**src/rtl/ps2_rx.sv**
```systemverilog
// rtl/ps2_rx.sv - PS/2 device-to-host frame receiver with clock filter and watchdog
//
// Deserializes 11-bit PS/2 frames (start, 8 data LSB first, odd parity, stop).
// The raw pins are synchronized, and PS2_CLK is deglitched. Accepted bytes are
// presented on hex_data with a one-cycle data_ready strobe. Rejected frames
// produce a one-cycle err strobe.
//
// Ports:
//   CLK        system clock, rising edge
//   RST_N      asynchronous active-low reset
//   PS2_CLK    raw keyboard clock pin (asynchronous)
//   PS2_DATA   raw keyboard data pin (asynchronous)
//   data_ready one-cycle strobe, hex_data holds a new valid byte
//   hex_data   last valid received byte
//   err        one-cycle strobe, frame rejected (parity or stop error)
module ps2_rx #(
  parameter int FILTER_LEN = 4,
  parameter int TIMEOUT    = 100000
) (
  input  logic       CLK,
  input  logic       RST_N,
  input  logic       PS2_CLK,
  input  logic       PS2_DATA,
  output logic       data_ready,
  output logic [7:0] hex_data,
  output logic       err
);

  localparam int FCW = $clog2(FILTER_LEN + 1);
  localparam int WDW = $clog2(TIMEOUT + 1);
  localparam logic [FCW-1:0] FLT_LAST = FCW'(FILTER_LEN - 1);
  localparam logic [WDW-1:0] WD_LIMIT = WDW'(TIMEOUT);

  typedef enum logic [1:0] {IDLE, DATA, PARITY, STOP} state_t;

  state_t         state, state_d;
  logic           clk_s1, clk_s2, dat_s1, dat_s2;
  logic           filt_clk;
  logic [FCW-1:0] flt_cnt;
  logic           fall;
  logic [WDW-1:0] wd_cnt;
  logic [2:0]     bit_cnt;
  logic [7:0]     shreg;
  logic           par_bit;

  logic           shift_en, clr_bits, par_en, check, frame_ok;

  // Two-flop synchronizers; pins idle high.
  always_ff @(posedge CLK or negedge RST_N) begin
    if (!RST_N) begin
      clk_s1 <= 1'b1;
      clk_s2 <= 1'b1;
      dat_s1 <= 1'b1;
      dat_s2 <= 1'b1;
    end else begin
      clk_s1 <= PS2_CLK;
      clk_s2 <= clk_s1;
      dat_s1 <= PS2_DATA;
      dat_s2 <= dat_s1;
    end
  end

  // Clock deglitcher: flip the filtered level on the FILTER_LEN-th
  // consecutive disagreeing sample. fall is registered alongside the flip.
  always_ff @(posedge CLK or negedge RST_N) begin
    if (!RST_N) begin
      filt_clk <= 1'b1;
      flt_cnt  <= '0;
      fall     <= 1'b0;
    end else begin
      fall <= 1'b0;
      if (clk_s2 != filt_clk) begin
        if (flt_cnt == FLT_LAST) begin
          filt_clk <= clk_s2;
          flt_cnt  <= '0;
          fall     <= filt_clk;
        end else begin
          flt_cnt <= flt_cnt + 1'b1;
        end
      end else begin
        flt_cnt <= '0;
      end
    end
  end

  always_ff @(posedge CLK or negedge RST_N) begin
    if (!RST_N) state <= IDLE;
    else        state <= state_d;
  end

  // A fall edge takes priority over the watchdog expiring in the same cycle.
  always_comb begin
    state_d  = state;
    shift_en = 1'b0;
    clr_bits = 1'b0;
    par_en   = 1'b0;
    check    = 1'b0;
    if (fall) begin
      case (state)
        IDLE: begin
          if (!dat_s2) begin
            state_d  = DATA;
            clr_bits = 1'b1;
          end
        end
        DATA: begin
          shift_en = 1'b1;
          if (bit_cnt == 3'd7) state_d = PARITY;
        end
        PARITY: begin
          par_en  = 1'b1;
          state_d = STOP;
        end
        STOP: begin
          check   = 1'b1;
          state_d = IDLE;
        end
        default: state_d = IDLE;
      endcase
    end else if (state != IDLE && wd_cnt == WD_LIMIT) begin
      state_d  = IDLE;
      clr_bits = 1'b1;
    end
  end

  // Stop bit high and odd parity over data plus parity bit.
  assign frame_ok = dat_s2 & (^shreg ^ par_bit);

  always_ff @(posedge CLK or negedge RST_N) begin
    if (!RST_N) begin
      wd_cnt     <= '0;
      bit_cnt    <= '0;
      shreg      <= '0;
      par_bit    <= 1'b0;
      hex_data   <= 8'h00;
      data_ready <= 1'b0;
      err        <= 1'b0;
    end else begin
      if (fall || state == IDLE)  wd_cnt <= '0;
      else if (wd_cnt != WD_LIMIT) wd_cnt <= wd_cnt + 1'b1;

      if (clr_bits) begin
        bit_cnt <= '0;
      end else if (shift_en) begin
        bit_cnt <= bit_cnt + 1'b1;
        shreg   <= {dat_s2, shreg[7:1]};
      end

      if (par_en) par_bit <= dat_s2;

      data_ready <= check & frame_ok;
      err        <= check & ~frame_ok;
      if (check && frame_ok) hex_data <= shreg;
    end
  end

endmodule

```
**config.mk**
```make
export PLATFORM = sky130hd
export DESIGN_NAME = ps2_rx
export DESIGN_NICKNAME = d
export VERILOG_FILES = /design/src/rtl/ps2_rx.sv
export SDC_FILE = /design/constraint.sdc
export NUM_CORES = 1
export LEC_CHECK = 0
export CORE_UTILIZATION = 23
export CTS_CLUSTER_DIAMETER = 100
export DETAILED_ROUTE_END_ITERATION = 10
export GPL_ROUTABILITY_DRIVEN = 0
export PLACE_DENSITY = 0.4
export REMOVE_ABC_BUFFERS = 1
export SKIP_LAST_GASP = 1
export SLEW_MARGIN = 30
export SYNTH_ARGS = -nofsm -noshare
export SYNTH_HDL_FRONTEND = slang
export SYNTH_SLANG_ARGS = --single-unit
```
**constraint.sdc**
```tcl
create_clock -name CLK -period 2.4 [get_ports CLK]
set_clock_uncertainty 0.1 [all_clocks]
set_input_delay 0.36 -clock CLK [delete_from_list [all_inputs] [get_ports CLK]]
set_output_delay 0.36 -clock CLK [all_outputs]
set_load 0.01 [all_outputs]
```
; ---- Yosys cells after proc, flatten, opt, wreduce, memory -nomap -nowiden
; Index checks and enable logic that the tools add are counted.
[totals]
elab_cells = 69
output_inout_bits = 10
reg_bits = 50
in_bits = 4
[op_classes]
add_sub_neg = 3
n_eq_ne = 10
bitwise = 6
n_mux = 23
n_reduce_logical = 12
[op_table]
columns = op, count
row1 = 2-to-1 mux 17 bit, 2
row2 = adder 17 x 1 -> 17 bit (second input constant), 1
row3 = equality test 17 bit (second input constant), 1
row4 = != test 17 bit (second input constant), 1
row5 = 2-to-1 mux 1 bit, 12
row6 = 2-to-1 mux 3 bit, 4
row7 = 2-to-1 mux 2 bit, 4
row8 = case mux 2 bit (4 select lines), 1
row9 = nonzero test 2 bit, 4
row10 = parity 8 bit, 1
row11 = adder 3 x 1 -> 3 bit (second input constant), 2
row12 = != test 3 bit (second input constant), 2
row13 = equality test 2 bit (second input constant), 2
row14 = AND reduction 2 bit, 2
row15 = AND 1 bit, 3
row16 = equality test 3 x 2 -> 1 bit (second input constant), 1
row17 = equality test 3 bit (second input constant), 1
row18 = AND reduction 3 bit, 1
row19 = equality test 2 x 1 -> 1 bit (second input constant), 1
row20 = logical AND 1 bit, 2
row21 = logical NOT 2 bit, 1
row22 = inverter 1 bit, 2
row23 = logical OR 1 bit, 1
row24 = != test 1 bit, 1
row25 = XOR 1 bit, 1

; ---- Longest topological paths before layout
[logic_depth]
word_depth = 6
ltp_mapped = 6
ltp_nobuf = 6

; ---- Least setup slack after synthesis
; No wires, ideal clock.
[synth_path]
path_type = reg2reg
start = reg shreg[2]
end = reg hex_data[0]
t_required_ns = 2.175
arrival_time_ns = 1.683
path_slack_ns = 0.492
synth_period_minus_slack_ns = 1.908
path_stages_with_launch = 5
path_cell_list = dfrtp_1 > xor2_1 > xnor3_2 > mux2i_4 > mux2_2
[synth_between]
elab_chain_cells = 4
[synth_lines]
columns = element, line
row1 = start: declaration, 43  ; logic [7:0] shreg;
row2 = start signal: assignment, 146  ; shreg <= {dat_s2, shreg[7:1]};
row3 = parity 8 bit, 127  ; assign frame_ok = dat_s2 & (^shreg ^ par_bit);
row4 = XOR 1 bit, 127
row5 = AND 1 bit, 127
row6 = logical AND 1 bit, 153  ; if (check && frame_ok) hex_data <= shreg;
row7 = end signal: assignment, 153
row8 = end: declaration, 25  ; output logic [7:0] hex_data,
; Every way passes these cells.
; A chain may end at the register's enable or synchronous reset.

; ---- Worst setup path after layout
[layout_path]
start = reg wd_cnt[0]
end = reg wd_cnt[16]
[layout_between]
elab_chain_cells = 3
word_cells_on_any_way = 5
classes_between = add/sub (1) / eq/ne (1) / mux (2) / reduce/logical (1)
[layout_lines]
columns = element, line
row1 = start: declaration, 41  ; logic [WDW-1:0] wd_cnt;
row2 = start signal: assignment, 140  ; else if (wd_cnt != WD_LIMIT) wd_cnt <= wd_cnt + 1'b1;
row3 = adder 17 x 1 -> 17 bit, 140
row4 = 2-to-1 mux 17 bit, 140
row5 = 2-to-1 mux 17 bit, 139  ; if (fall || state == IDLE) wd_cnt <= '0;
; Parallel ways exist; a longest one is shown, timed or not. The select of a mux whose other input is x is not followed.

==> results.cfg <==
[run_status]
status = completed

[die]
initial_core_util = 0.238
die-area_mm2 = 0.0106
die-height_um = 103
fp-row-count = 36
pin_count = 14
core_mm2 = 0.00986
dieWidth_um = 103

[layout]
syn_to_final_growth_pct = 17.2
n_antenna_cell = 0
final_cell_area_mm2 = 0.00276
post_route_cells_drive_above_1_share = 0.186
fin_nets = 233

[synth]
synth_top_area_frac = 0.479
seq_area_frac_synth = 0.535
avgSynthCellArea_um2 = 11.8
synth_most_common_cell = dfrtp_1
synth_flop_cell = dfrtp_1
synth_area_leaders = dfrtp_1, mux2_2, dfstp_2
ys_ff_latch = 50
synthesis.area_mm2 = 0.00235
synth_cell_types = 42
async_reset_ff_frac = 1.00
synth_edf_count = 0
yosys-top-cells-count = dfrtp_1, mux2_2, nor2_1, inv_1
synthCells = 199
yosys_warnings = 0
yosys.area.top_type = dfrtp_1

[route]
wl_per_cell_um = 12.0
dr.pass1.iters = 4
drc = 0
drtAntennaViolNets = 0
viasPerCell = 4.16
via_count = 1474
drtIter0Drc = 49
drt-total-wl_um = 4240

[worst_setup_path]
cpPeakStageDelay_ns = 0.48
reg2reg_depth = 5
setup.worst_path.start_class = flip-flop
r2r_slack_ns = 0.34
crit_chain = ha_1 > nand2_1 > or3_4 > or4_1 > a21oi_1
worstSetupPathType = flip-flop to flip-flop
arrival_ns = 2.18
crit_path_max_fanout = 6
cp_slowest_cell = or4_1
cp.required_ns = 2.53
cp-end-kind = flip-flop
rr_endpoint = wd_cnt[16]$_DFFE_PN0P_
r2r-start = wd_cnt[0]$_DFFE_PN0P_

[clock_tree]
root_buffer = clkbuf_8
cts_made_buffers = 5
clk_pin_slew_ns = 0.09
clk_latency_ns = 0.30
postCtsSetupRepairBufs = 0
ctsHoldBuffers = 0
clockBufferDepth = 2
cts-resized-gates = 0
cts_tree = yes
htreeDepth = 2
clock_sinks = 50

[sta]
relSlewSlack = 0.559
final_hold_viol_count = 0
worst_slew_pin_slew_ns = 0.662
layout_setup_ws_ns = 0.342
max_clock_freq_mhz = 486
tns_ns = 0
whs_ns = 0.0708
rsz0062_at_grt = false
drv_slew = 0
fin_crit_ns = 2.06
fin_crit_sh = 0.857
setup_viol = 0

[hold_path]
min_path_type = input port to asynchronous set/reset pin

[place]
dp_hpwl_um = 2850
placedInstanceArea_mm2 = 0.00266
preCtsSetupSlack_ns = 0.344
port_buffers = 13

[pwr]
p_per_area_mw_per_mm2 = 702
leakagePower_nw = 1.23
ir_drop_v = 0.000272

[job]
drv_cap = 0

[grt]
met2_usage = 0.148
met1_usage = 0.112
grt_max_degree = 51
grt_usage = 0.0891
grt-busiest-layer = met2
grt_pass1_vias = 1468
overflow = 0
met3_usage = 0.0244
antenna_found_initial = 0
grt_pass1_wl_um = 7130
## how the worst max path moves through the flow
| stage | startpoint | end | slack, ns | cells past startpoint |
|---|---|---|---|---|
| final | wd_cnt[0]$_DFFE_PN0P_ | wd_cnt[16]$_DFFE_PN0P_ | 0.34 | 5 |
| after global routing | wd_cnt[0]$_DFFE_PN0P_ | wd_cnt[16]$_DFFE_PN0P_ | 0.20 | 5 |
| after CTS | shreg[2]$_DFFE_PN0P_ | hex_data[6]$_DFFE_PN0P_ | 0.32 | 4 |
| after detailed placement | shreg[2]$_DFFE_PN0P_ | hex_data[6]$_DFFE_PN0P_ | 0.34 | 4 |
| after global placement | shreg[2]$_DFFE_PN0P_ | hex_data[7]$_DFFE_PN0P_ | 0.37 | 4 |
| after floorplan | shreg[2]$_DFFE_PN0P_ | hex_data[0]$_DFFE_PN0P_ | 0.49 | 4 |
## kinds of logic after synthesis
kind of cell,share of synthesized area
simple gates,0.151
flops,0.535
compound gates,0.0692
mux,0.0952
xor+xnor,0.0798
buf+inv,0.0223
fa+ha+maj,0.0479
## per-stage QoR
stage          cells  total power, mW   util
3_3_place_gp     346             1.45  0.270
4_1_cts          354             1.99  0.280
6_report         354             1.94  0.280
2_1_floorplan    196             1.32      -
5_1_grt          354             2.09  0.280
3_5_place_dp     346             1.45  0.270
## final cells by class
cell class	count	area, µm²
well taps	133	166
multi-input cells	135	1040
clock inverters	2	12.5
repair buffers	17	155
inverters	11	41.3
fillers	1045	7110
flip-flops and latches	50	1260
clock buffers	6	82.6
## power by group
group / switching (mW) / total, mW / internal (mW)
clock network: 0.278 / 0.510 / 0.232
registers: 0.102 / 1.04 / 0.941
logic: 0.205 / 0.383 / 0.178
## routing by layer
metal	routed length, µm	up-vias	part of all wire
met5	0	-	0
met4	61	0	0.014
met3	114	5	0.027
met2	1990	17	0.47
met1	2070	703	0.49
li1	-	749	-
## placed cells by master, fill, tap and decap left out, drive strengths merged, types with 2 or more instances in the layout
cell type,synthesis,routed
dfstp,5,5
nand4,3,3
or2,2,2
clkdlybuf4s50,0,12
clkbuf,3,6
nor3b,2,2
mux2,17,17
nor2b,3,3
buf,0,5
xor2,6,6
ha,9,9
o21ai,9,9
nor3,2,2
or3,4,4
mux2i,2,2
nor2,15,15
nor4b,2,2
nand2,7,7
nor4,4,4
nand3,10,10
dfrtp,45,45
xnor2,10,10
inv,11,11
a21oi,8,8
o31ai,2,2
a32o,2,2
## state kept, by name, summed over array words and instances (netlist names), 2 cells and up
name and cells:
hex_data 8, shreg 8, wd_cnt 17, state 2, bit_cnt 3, flt_cnt 3
## worst max-delay path, delay by kind of cell, from the launching register on
family | cells | cell delay [ns]
flops | 1 | 0.45
fa+ha+maj | 1 | 0.27
compound gates | 1 | 0.16
simple gates | 3 | 1.01
Note: power is estimated with default switching activity, not from simulation.
